`src/rtl/sd_init_sequencer_if.sv`:
```
// Byte-exchange handshake between the SD init sequencer (master) and the
// SPI byte stage (slave) that drives SD_CLK/SD_MOSI/SD_CS.
interface sd_init_sequencer_if;
  logic       xfer_req;
  logic [7:0] xfer_tx;
  logic       cs_assert;
  logic       xfer_done;
  logic [7:0] xfer_rx;

  modport master (output xfer_req, xfer_tx, cs_assert, input xfer_done, xfer_rx);
  modport slave  (input xfer_req, xfer_tx, cs_assert, output xfer_done, xfer_rx);
endinterface

```
`src/rtl/sd_init_sequencer.sv`:
```
// SPI-mode SD card initialisation sequencer: dummy clocks, CMD0/CMD8/CMD55+ACMD41/CMD58.
// Define SD_INIT_CRC7_EN to generate command CRC bytes with a serial CRC7; otherwise fixed CRC bytes.
module sd_init_sequencer #(
  parameter int NCR_MAX        = 8,
  parameter int ACMD41_RETRIES = 1000,
  parameter int DUMMY_BYTES    = 10
) (
  input  logic                       clk,
  input  logic                       reset_n,
  input  logic                       start,
  sd_init_sequencer_if.master        spi,
  output logic                       busy,
  output logic                       init_done,
  output logic                       init_err,
  output logic [2:0]                 err_code,
  output logic                       card_v2,
  output logic                       card_hc
);

  localparam logic [2:0] ST_IDLE      = 3'd0;
  localparam logic [2:0] ST_DUMMY     = 3'd1;
  localparam logic [2:0] ST_CMD_SEND  = 3'd2;
  localparam logic [2:0] ST_RESP_WAIT = 3'd3;
  localparam logic [2:0] ST_RESP_TAIL = 3'd4;
  localparam logic [2:0] ST_GAP       = 3'd5;
  localparam logic [2:0] ST_DONE      = 3'd6;
  localparam logic [2:0] ST_ERR       = 3'd7;

  localparam logic [2:0] C_CMD0   = 3'd0;
  localparam logic [2:0] C_CMD8   = 3'd1;
  localparam logic [2:0] C_CMD55  = 3'd2;
  localparam logic [2:0] C_ACMD41 = 3'd3;
  localparam logic [2:0] C_CMD58  = 3'd4;

  localparam logic [7:0]  DUMMY_LAST = 8'(DUMMY_BYTES - 1);
  localparam logic [7:0]  NCR_LAST   = 8'(NCR_MAX - 1);
  localparam logic [15:0] RETRY_LAST = 16'(ACMD41_RETRIES - 1);

  logic [2:0]  state_r, state_n;
  logic [2:0]  cmd_r, cmd_n;
  logic [7:0]  cnt_r, cnt_n;
  logic [15:0] retry_r, retry_n;
  logic [31:0] tail_r, tail_s;
  logic        xfer_req_r, cs_assert_r, busy_r, init_done_r, init_err_r;
  logic        card_v2_r, card_hc_r, v2_n, hc_n;
  logic [7:0]  xfer_tx_r;
  logic [2:0]  err_code_r, code_n;
  logic        accept_s, cs_s;
  logic [5:0]  cmd_idx_s;
  logic [31:0] cmd_arg_s;
  logic [7:0]  crc_byte_s, tx_s;

  assign accept_s     = xfer_req_r & spi.xfer_done;
  assign tail_s       = {tail_r[23:0], spi.xfer_rx};
  assign spi.xfer_req  = xfer_req_r;
  assign spi.xfer_tx   = xfer_tx_r;
  assign spi.cs_assert = cs_assert_r;
  assign busy         = busy_r;
  assign init_done    = init_done_r;
  assign init_err     = init_err_r;
  assign err_code     = err_code_r;
  assign card_v2      = card_v2_r;
  assign card_hc      = card_hc_r;

  // Command index and argument for the command currently being issued
  always_comb begin
    cmd_idx_s = 6'd0;
    cmd_arg_s = 32'h0000_0000;
    case (cmd_r)
      C_CMD0:   cmd_idx_s = 6'd0;
      C_CMD8:   begin cmd_idx_s = 6'd8; cmd_arg_s = 32'h0000_01AA; end
      C_CMD55:  cmd_idx_s = 6'd55;
      C_ACMD41: begin
        cmd_idx_s = 6'd41;
        cmd_arg_s = card_v2_r ? 32'h4000_0000 : 32'h0000_0000;
      end
      C_CMD58:  cmd_idx_s = 6'd58;
      default:  cmd_idx_s = 6'd0;
    endcase
  end

`ifdef SD_INIT_CRC7_EN
  logic [6:0] crc_r;

  function automatic logic [6:0] crc7_byte(input logic [6:0] crc_in, input logic [7:0] data);
    logic [6:0] c;
    logic       fb;
    c = crc_in;
    for (int i = 7; i >= 0; i--) begin
      fb = c[6] ^ data[i];
      c  = {c[5:0], 1'b0} ^ (fb ? 7'h09 : 7'h00);
    end
    return c;
  endfunction

  assign crc_byte_s = {crc_r, 1'b1};

  // CRC7 accumulates over command bytes 0..4 as each is accepted; cleared otherwise
  always_ff @(posedge clk or negedge reset_n) begin
    if (!reset_n) begin
      crc_r <= 7'd0;
    end else if (accept_s) begin
      if ((state_r == ST_CMD_SEND) && (cnt_r != 8'd5)) begin
        crc_r <= crc7_byte(crc_r, xfer_tx_r);
      end else begin
        crc_r <= 7'd0;
      end
    end else begin
      crc_r <= crc_r;
    end
  end
`else
  // Fixed CRC bytes; only CMD0 and CMD8 are checked by cards in SPI mode
  always_comb begin
    crc_byte_s = 8'hFF;
    case (cmd_r)
      C_CMD0:  crc_byte_s = 8'h95;
      C_CMD8:  crc_byte_s = 8'h87;
      default: crc_byte_s = 8'hFF;
    endcase
  end
`endif

  // Byte and chip-select for the next exchange, derived from the current state
  always_comb begin
    tx_s = 8'hFF;
    cs_s = 1'b0;
    case (state_r)
      ST_CMD_SEND: begin
        cs_s = 1'b1;
        case (cnt_r)
          8'd0:    tx_s = {2'b01, cmd_idx_s};
          8'd1:    tx_s = cmd_arg_s[31:24];
          8'd2:    tx_s = cmd_arg_s[23:16];
          8'd3:    tx_s = cmd_arg_s[15:8];
          8'd4:    tx_s = cmd_arg_s[7:0];
          8'd5:    tx_s = crc_byte_s;
          default: tx_s = 8'hFF;
        endcase
      end
      ST_RESP_WAIT, ST_RESP_TAIL: cs_s = 1'b1;
      default: cs_s = 1'b0;
    endcase
  end

  // Sequencing decision taken when the current byte completes
  always_comb begin
    state_n = state_r;
    cmd_n   = cmd_r;
    cnt_n   = cnt_r + 8'd1;
    retry_n = retry_r;
    code_n  = 3'd0;
    v2_n    = card_v2_r;
    hc_n    = card_hc_r;
    case (state_r)
      ST_DUMMY: begin
        if (cnt_r == DUMMY_LAST) begin
          state_n = ST_CMD_SEND;
          cmd_n   = C_CMD0;
          cnt_n   = 8'd0;
        end else begin
          cnt_n = cnt_r + 8'd1;
        end
      end
      ST_CMD_SEND: begin
        if (cnt_r == 8'd5) begin
          state_n = ST_RESP_WAIT;
          cnt_n   = 8'd0;
        end else begin
          cnt_n = cnt_r + 8'd1;
        end
      end
      ST_RESP_WAIT: begin
        if (!spi.xfer_rx[7]) begin
          cnt_n = 8'd0;
          case (cmd_r)
            C_CMD0: begin
              if (spi.xfer_rx == 8'h01) begin
                state_n = ST_GAP; cmd_n = C_CMD8;
              end else begin
                state_n = ST_ERR; code_n = 3'd1;
              end
            end
            C_CMD8: begin
              if (spi.xfer_rx == 8'h01) begin
                state_n = ST_RESP_TAIL;
              end else if (spi.xfer_rx[2]) begin
                v2_n = 1'b0; state_n = ST_GAP; cmd_n = C_CMD55;
              end else begin
                state_n = ST_ERR; code_n = 3'd2;
              end
            end
            C_CMD55: begin
              state_n = ST_GAP; cmd_n = C_ACMD41;
            end
            C_ACMD41: begin
              if (spi.xfer_rx == 8'h00) begin
                if (card_v2_r) begin
                  state_n = ST_GAP; cmd_n = C_CMD58;
                end else begin
                  state_n = ST_DONE;
                end
              end else if ((spi.xfer_rx == 8'h01) && (retry_r != RETRY_LAST)) begin
                retry_n = retry_r + 16'd1; state_n = ST_GAP; cmd_n = C_CMD55;
              end else begin
                state_n = ST_ERR; code_n = 3'd3;
              end
            end
            C_CMD58: begin
              if (spi.xfer_rx == 8'h00) begin
                state_n = ST_RESP_TAIL;
              end else begin
                state_n = ST_ERR; code_n = 3'd4;
              end
            end
            default: begin
              state_n = ST_ERR; code_n = 3'd7;
            end
          endcase
        end else if (cnt_r == NCR_LAST) begin
          state_n = ST_ERR; code_n = 3'd5;
        end else begin
          cnt_n = cnt_r + 8'd1;
        end
      end
      ST_RESP_TAIL: begin
        if (cnt_r != 8'd3) begin
          cnt_n = cnt_r + 8'd1;
        end else if (cmd_r == C_CMD58) begin
          hc_n = tail_s[30]; state_n = ST_DONE; cnt_n = 8'd0;
        end else if (tail_s[11:0] == 12'h1AA) begin
          v2_n = 1'b1; state_n = ST_GAP; cmd_n = C_CMD55; cnt_n = 8'd0;
        end else begin
          state_n = ST_ERR; code_n = 3'd2; cnt_n = 8'd0;
        end
      end
      ST_GAP: begin
        state_n = ST_CMD_SEND;
        cnt_n   = 8'd0;
      end
      default: begin
        state_n = state_r;
        cnt_n   = cnt_r;
      end
    endcase
  end

  // Main state, handshake and status registers
  always_ff @(posedge clk or negedge reset_n) begin
    if (!reset_n) begin
      state_r     <= ST_IDLE;
      cmd_r       <= C_CMD0;
      cnt_r       <= 8'd0;
      retry_r     <= 16'd0;
      tail_r      <= 32'd0;
      xfer_req_r  <= 1'b0;
      xfer_tx_r   <= 8'hFF;
      cs_assert_r <= 1'b0;
      busy_r      <= 1'b0;
      init_done_r <= 1'b0;
      init_err_r  <= 1'b0;
      err_code_r  <= 3'd0;
      card_v2_r   <= 1'b0;
      card_hc_r   <= 1'b0;
    end else if (start && !busy_r) begin
      state_r     <= ST_DUMMY;
      cmd_r       <= C_CMD0;
      cnt_r       <= 8'd0;
      retry_r     <= 16'd0;
      xfer_req_r  <= 1'b1;
      xfer_tx_r   <= 8'hFF;
      cs_assert_r <= 1'b0;
      busy_r      <= 1'b1;
      init_done_r <= 1'b0;
      init_err_r  <= 1'b0;
      err_code_r  <= 3'd0;
      card_v2_r   <= 1'b0;
      card_hc_r   <= 1'b0;
    end else if (accept_s) begin
      state_r     <= state_n;
      cmd_r       <= cmd_n;
      cnt_r       <= cnt_n;
      retry_r     <= retry_n;
      tail_r      <= (state_r == ST_RESP_TAIL) ? tail_s : tail_r;
      xfer_req_r  <= 1'b0;
      busy_r      <= (state_n != ST_DONE) && (state_n != ST_ERR);
      init_done_r <= (state_n == ST_DONE);
      init_err_r  <= (state_n == ST_ERR);
      err_code_r  <= code_n;
      card_v2_r   <= v2_n;
      card_hc_r   <= hc_n;
    end else if (busy_r && !xfer_req_r) begin
      // one idle cycle after each completion, then present the next byte
      xfer_req_r  <= 1'b1;
      xfer_tx_r   <= tx_s;
      cs_assert_r <= cs_s;
    end else begin
      xfer_req_r  <= xfer_req_r;
    end
  end

endmodule
```
`src/flat_wrapper.sv`:
```
// flat-port wrapper written by rule: the top's interface ports become plain ports
module sd_init_sequencer_flat 
#(
  parameter int NCR_MAX        = 8,
  parameter int ACMD41_RETRIES = 1000,
  parameter int DUMMY_BYTES    = 10
)
  (clk, reset_n, start, busy, init_done, init_err, err_code, card_v2, card_hc, spi_xfer_req, spi_xfer_tx, spi_cs_assert, spi_xfer_done, spi_xfer_rx);
  sd_init_sequencer_if spi_i ();
  input  logic clk;
  input  logic reset_n;
  input  logic start;
  output logic busy;
  output logic init_done;
  output logic init_err;
  output logic [2:0] err_code;
  output logic card_v2;
  output logic card_hc;
  output wire logic [$bits(spi_i.xfer_req)-1:0] spi_xfer_req;
  output wire logic [$bits(spi_i.xfer_tx)-1:0] spi_xfer_tx;
  output wire logic [$bits(spi_i.cs_assert)-1:0] spi_cs_assert;
  input wire logic [$bits(spi_i.xfer_done)-1:0] spi_xfer_done;
  input wire logic [$bits(spi_i.xfer_rx)-1:0] spi_xfer_rx;
  assign spi_xfer_req = spi_i.xfer_req;
  assign spi_xfer_tx = spi_i.xfer_tx;
  assign spi_cs_assert = spi_i.cs_assert;
  assign spi_i.xfer_done = spi_xfer_done;
  assign spi_i.xfer_rx = spi_xfer_rx;
  sd_init_sequencer #(.NCR_MAX(NCR_MAX), .ACMD41_RETRIES(ACMD41_RETRIES), .DUMMY_BYTES(DUMMY_BYTES)) u_core (.clk(clk), .reset_n(reset_n), .start(start), .spi(spi_i), .busy(busy), .init_done(init_done), .init_err(init_err), .err_code(err_code), .card_v2(card_v2), .card_hc(card_hc));
endmodule
```
`config.mk`:
```
export PLATFORM = sky130hd
export DESIGN_NAME = sd_init_sequencer_flat
export DESIGN_NICKNAME = d
export VERILOG_FILES = /design/src/rtl/sd_init_sequencer_if.sv /design/src/rtl/sd_init_sequencer.sv /design/src/flat_wrapper.sv
export SDC_FILE = /design/constraint.sdc
export NUM_CORES = 1
export LEC_CHECK = 0
export CORE_MARGIN = 1
export CORE_UTILIZATION = 45
export CTS_CLUSTER_SIZE = 10
export DETAILED_ROUTE_END_ITERATION = 8
export SKIP_CTS_REPAIR_TIMING = 1
export SLEW_MARGIN = 20
export SYNTH_ARGS = -nofsm -noshare
export SYNTH_HDL_FRONTEND = slang
export SYNTH_SLANG_ARGS = --single-unit
```
`constraint.sdc`:
```
create_clock -name clk -period 2.8 [get_ports clk]
set_input_delay 0.84 -clock clk [delete_from_list [all_inputs] [get_ports clk]]
set_output_delay 0.84 -clock clk [all_outputs]
set_load 0.02 [all_outputs]
```
==> reports/qor.txt <==
Die height -> 88.9 um
Synthesized Nets -> 401
1st-pass router iterations -> 5
Yosys warns -> 0
Most frequent cells after synthesis -> 51 x nor2_1, 47 x dfrtp_1, 36 x nand2_1, 25 x a21oi_1, 20 x o21ai_0
Clock share of power -> 15.9%
Synth top area cells -> dfrtp_1 35%, dfstp_2 6.2%, nor2_1 5.6%
Final WL -> 8580 um
Mapped cell area -> 3400 sq um
Synthesized flop and latch total -> 55
H-tree levels -> 2
Most common cell in the netlist -> nor2_1
First-pass GRT wire length -> 13800 um
Sequential share of the synthesized area -> 40.8%
Residual DRC -> 0
Crit path launch type -> input pin
R2R cell count -> 8
PortBufs -> 29
Crit Path Category -> in -> reg
Root Driver -> clkbuf_8
Number of synthesized flops with an enable pin -> 0
Synth cell types -> 62
Placement Rows -> 31
Worst Setup End Kind -> register
Register Area -> 1390 sq um
Rel. slew slack -> 55.4%
Pin slew with the least headroom to its limit -> 0.668 ns
Fraction of layout cells with a size suffix above 1 -> 20.3%
Synth-to-Final Area Change -> 23.5%
Max Slew Vio Count -> 0
Power Dens Cells -> 713 nW/um^2
Post-synth top flop -> dfrtp_1
Fraction of registers with async set or reset after synthesis -> 100%
Critical Path AT -> 2.89 ns
Worst-case clock buffer depth -> 2
Status -> completed
Worst-path clk slew -> 0.11 ns
CP max stage delay -> 0.59 ns
DRT antenna net count -> 0
Largest net degree at the start of global routing -> 29
Hold Path Depth -> 1
Layout fillers -> 682
Die area -> 7910 sq um
Syn Area/Cell -> 8.85 sq um
Crit-path slowest cell -> or4_4
Logic pwr share -> 45.6%
IR Drop Worst-Case VDD -> 0.298 mV
Worst Path Max Fanout -> 3
Initial DRC count -> 197
Multi-input logic area -> 1920 sq um
Via/cell ratio -> 5.70
Mapped Cells -> 384
Switching power -> 1.24 mW
Part of the power in registers -> 38.5%
RSZ-0062 raised after global routing -> false
Inst Count DP -> 535
Final nets -> 460
Leakage -> 1.81 nW
Starting Density -> 46.6%
Internal power -> 1.76 mW
Crit path required time -> 3.01 ns
Post-synth top area share -> 34.6%
GRT overflow -> 0
Gpl congestion -> 0.971
Worst skew pair latency -> 0.32 ns
Final setup fails -> 0
Antenna violations before repair -> 0
CP Cell Sequence -> dlymetal6s2s_1 > or4_4 > o21ba_1 > a21boi_4 > a211o_1 > a221oi_4 > mux2_4
Detailed-route wire length per cell -> 15.8 um
GRT Util Overall -> 22.9%
Top Ports -> 30
CTS sink cnt -> 55
Hold WS -> 0.500 ns
Tcrit/Tclk final -> 95.4%
Worst clock skew -> 0.0121 ns
Num CTS Buffers -> 5
DR vias -> 3095
Largest area contributor in the netlist -> dfrtp_1
Dpl hpwl -> 6420 um
Fin. Hold Viols -> 0
Post-layout instance count excluding filler cells -> 543
Setup TNS -> 0 ns
# diodes -> 0
Crit path time final -> 2.67 ns
Die width -> 88.9 um
Number of global-route vias before repair -> 2753
Worst min-delay path class -> reg -> reg
Max cap viols -> 0
TritonCTS clock tree -> built
F_max -> 374 MHz
Core region area -> 7290 sq um
Switching Fraction -> 41.3%
per-layer routing:
| layer | wire length, um | GRT usage, % |
|---|---|---|
| met5 | 0 | 0 |
| met4 | 148 | 7.04 |
| met3 | 357 | 3.97 |
| met2 | 3780 | 33.4 |
| met1 | 4300 | 34.6 |
area by class of cell:
type                            instances  share of cell area, %
Sequential cell                        55                   33.0
Tap cell                               99                   2.95
Inverter                                6                  0.536
Timing Repair Buffer                   73                   15.4
Clock buffer                            5                   1.64
Multi-Input combinational cell        302                   45.8
Clock inverter                          3                  0.626
cell families (layout without fill, tap and decap cells):
kind of cell             Yosys count  in the layout  share of synthesized area (%)
adder cells (fa/ha/maj)            5              5                           1.84
multiplexers                      12             12                           4.09
flip-flops                        55             55                           40.8
AND/OR/NAND/NOR                  184            184                           28.7
AO/OA/AOI/OAI                     84             84                           17.0
buffers and inverters             27             87                           3.24
XOR/XNOR                          17             17                           4.38
registers in the layout, summed over array words and instances (netlist names):
signal and cells:
u_core.card_hc 1, u_core.init_done 1, u_core.busy 1, u_core.init_err 1, u_core.err_code 3, u_core.cmd_r 3, u_core.spi.xfer_tx 8, u_core.card_v2 1
u_core.cnt_r 8, u_core.spi.cs_assert 1, u_core.retry_r 16, u_core.tail_r 7, u_core.state_r 3, u_core.spi.xfer_req 1
per-stage QoR:
| stage | utilization [%] | cell area, sq um | power (mW) | setup slack, ns |
|---|---|---|---|---|
| floorplan | - | 3400 | 1.97 | -0.0688 |
| global placement | 55.7 | 4060 | 2.50 | -0.524 |
| detailed placement | 55.7 | 4060 | 2.51 | -0.544 |
| CTS | 57.0 | 4160 | 3.00 | -0.193 |
| global route | 57.6 | 4200 | 3.21 | 0.0764 |
| finish | 57.6 | 4200 | 3.00 | 0.129 |
cells in the final DEF, fill, tap and decap left out, types with 6 or more instances in the layout:
master | Yosys | layout
dlymetal6s2s_1 | 0 | 8
or2_2 | 6 | 6
nand2b_1 | 8 | 8
and2_1 | 6 | 6
xnor2_1 | 15 | 15
mux2_2 | 7 | 7
nand2_1 | 36 | 36
a21oi_1 | 25 | 25
nor2b_1 | 6 | 6
nand4_1 | 6 | 6
dfstp_2 | 8 | 8
nand3_1 | 15 | 15
dfrtp_1 | 47 | 47
inv_1 | 6 | 6
buf_4 | 0 | 43
clkdlybuf4s50_1 | 0 | 20
nor3_1 | 11 | 10
nor4_1 | 6 | 6
o21ai_0 | 20 | 20
nor2_1 | 51 | 51
worst paths after layout:
path | slack, ns | from | endpoint
setup / recovery | 0.13 | spi_xfer_rx[5] | u_core.cmd_r[0]$_DFFE_PN0P_
hold / removal | 0.50 | u_core.err_code[0]$_DFFE_PN0N_ | u_core.err_code[0]$_DFFE_PN0N_
setup reg to reg | 0.24 | u_core.retry_r[0]$_DFFE_PN0P_ | u_core.init_err$_DFFE_PN0N_
hold reg to reg | 0.50 | u_core.err_code[0]$_DFFE_PN0N_ | u_core.err_code[0]$_DFFE_PN0N_
max in group asynchronous | 1.61 | reset_n | u_core.spi.xfer_tx[0]$_DFFE_PN1P_
min in group asynchronous | 0.54 | reset_n | u_core.card_v2$_DFFE_PN0P_
power by group through the flow:
stage / Combinational (mW) / Clock, mW / Sequential [mW]
final: 1.37 / 0.476 / 1.15
after detailed placement: 1.35 / 0 / 1.16
after global placement: 1.34 / 0 / 1.16
after floorplan: 0.847 / 0 / 1.12
after CTS: 1.35 / 0.499 / 1.15
after global routing: 1.50 / 0.525 / 1.18
worst max-delay path: cells and delay by family:
kind / cells / cell delay [ns]
AO/OA/AOI/OAI: 4 / 0.97
buffers and inverters: 1 / 0.15
multiplexers: 1 / 0.33
AND/OR/NAND/NOR: 1 / 0.59
Power figures use the tool's default switching activity.
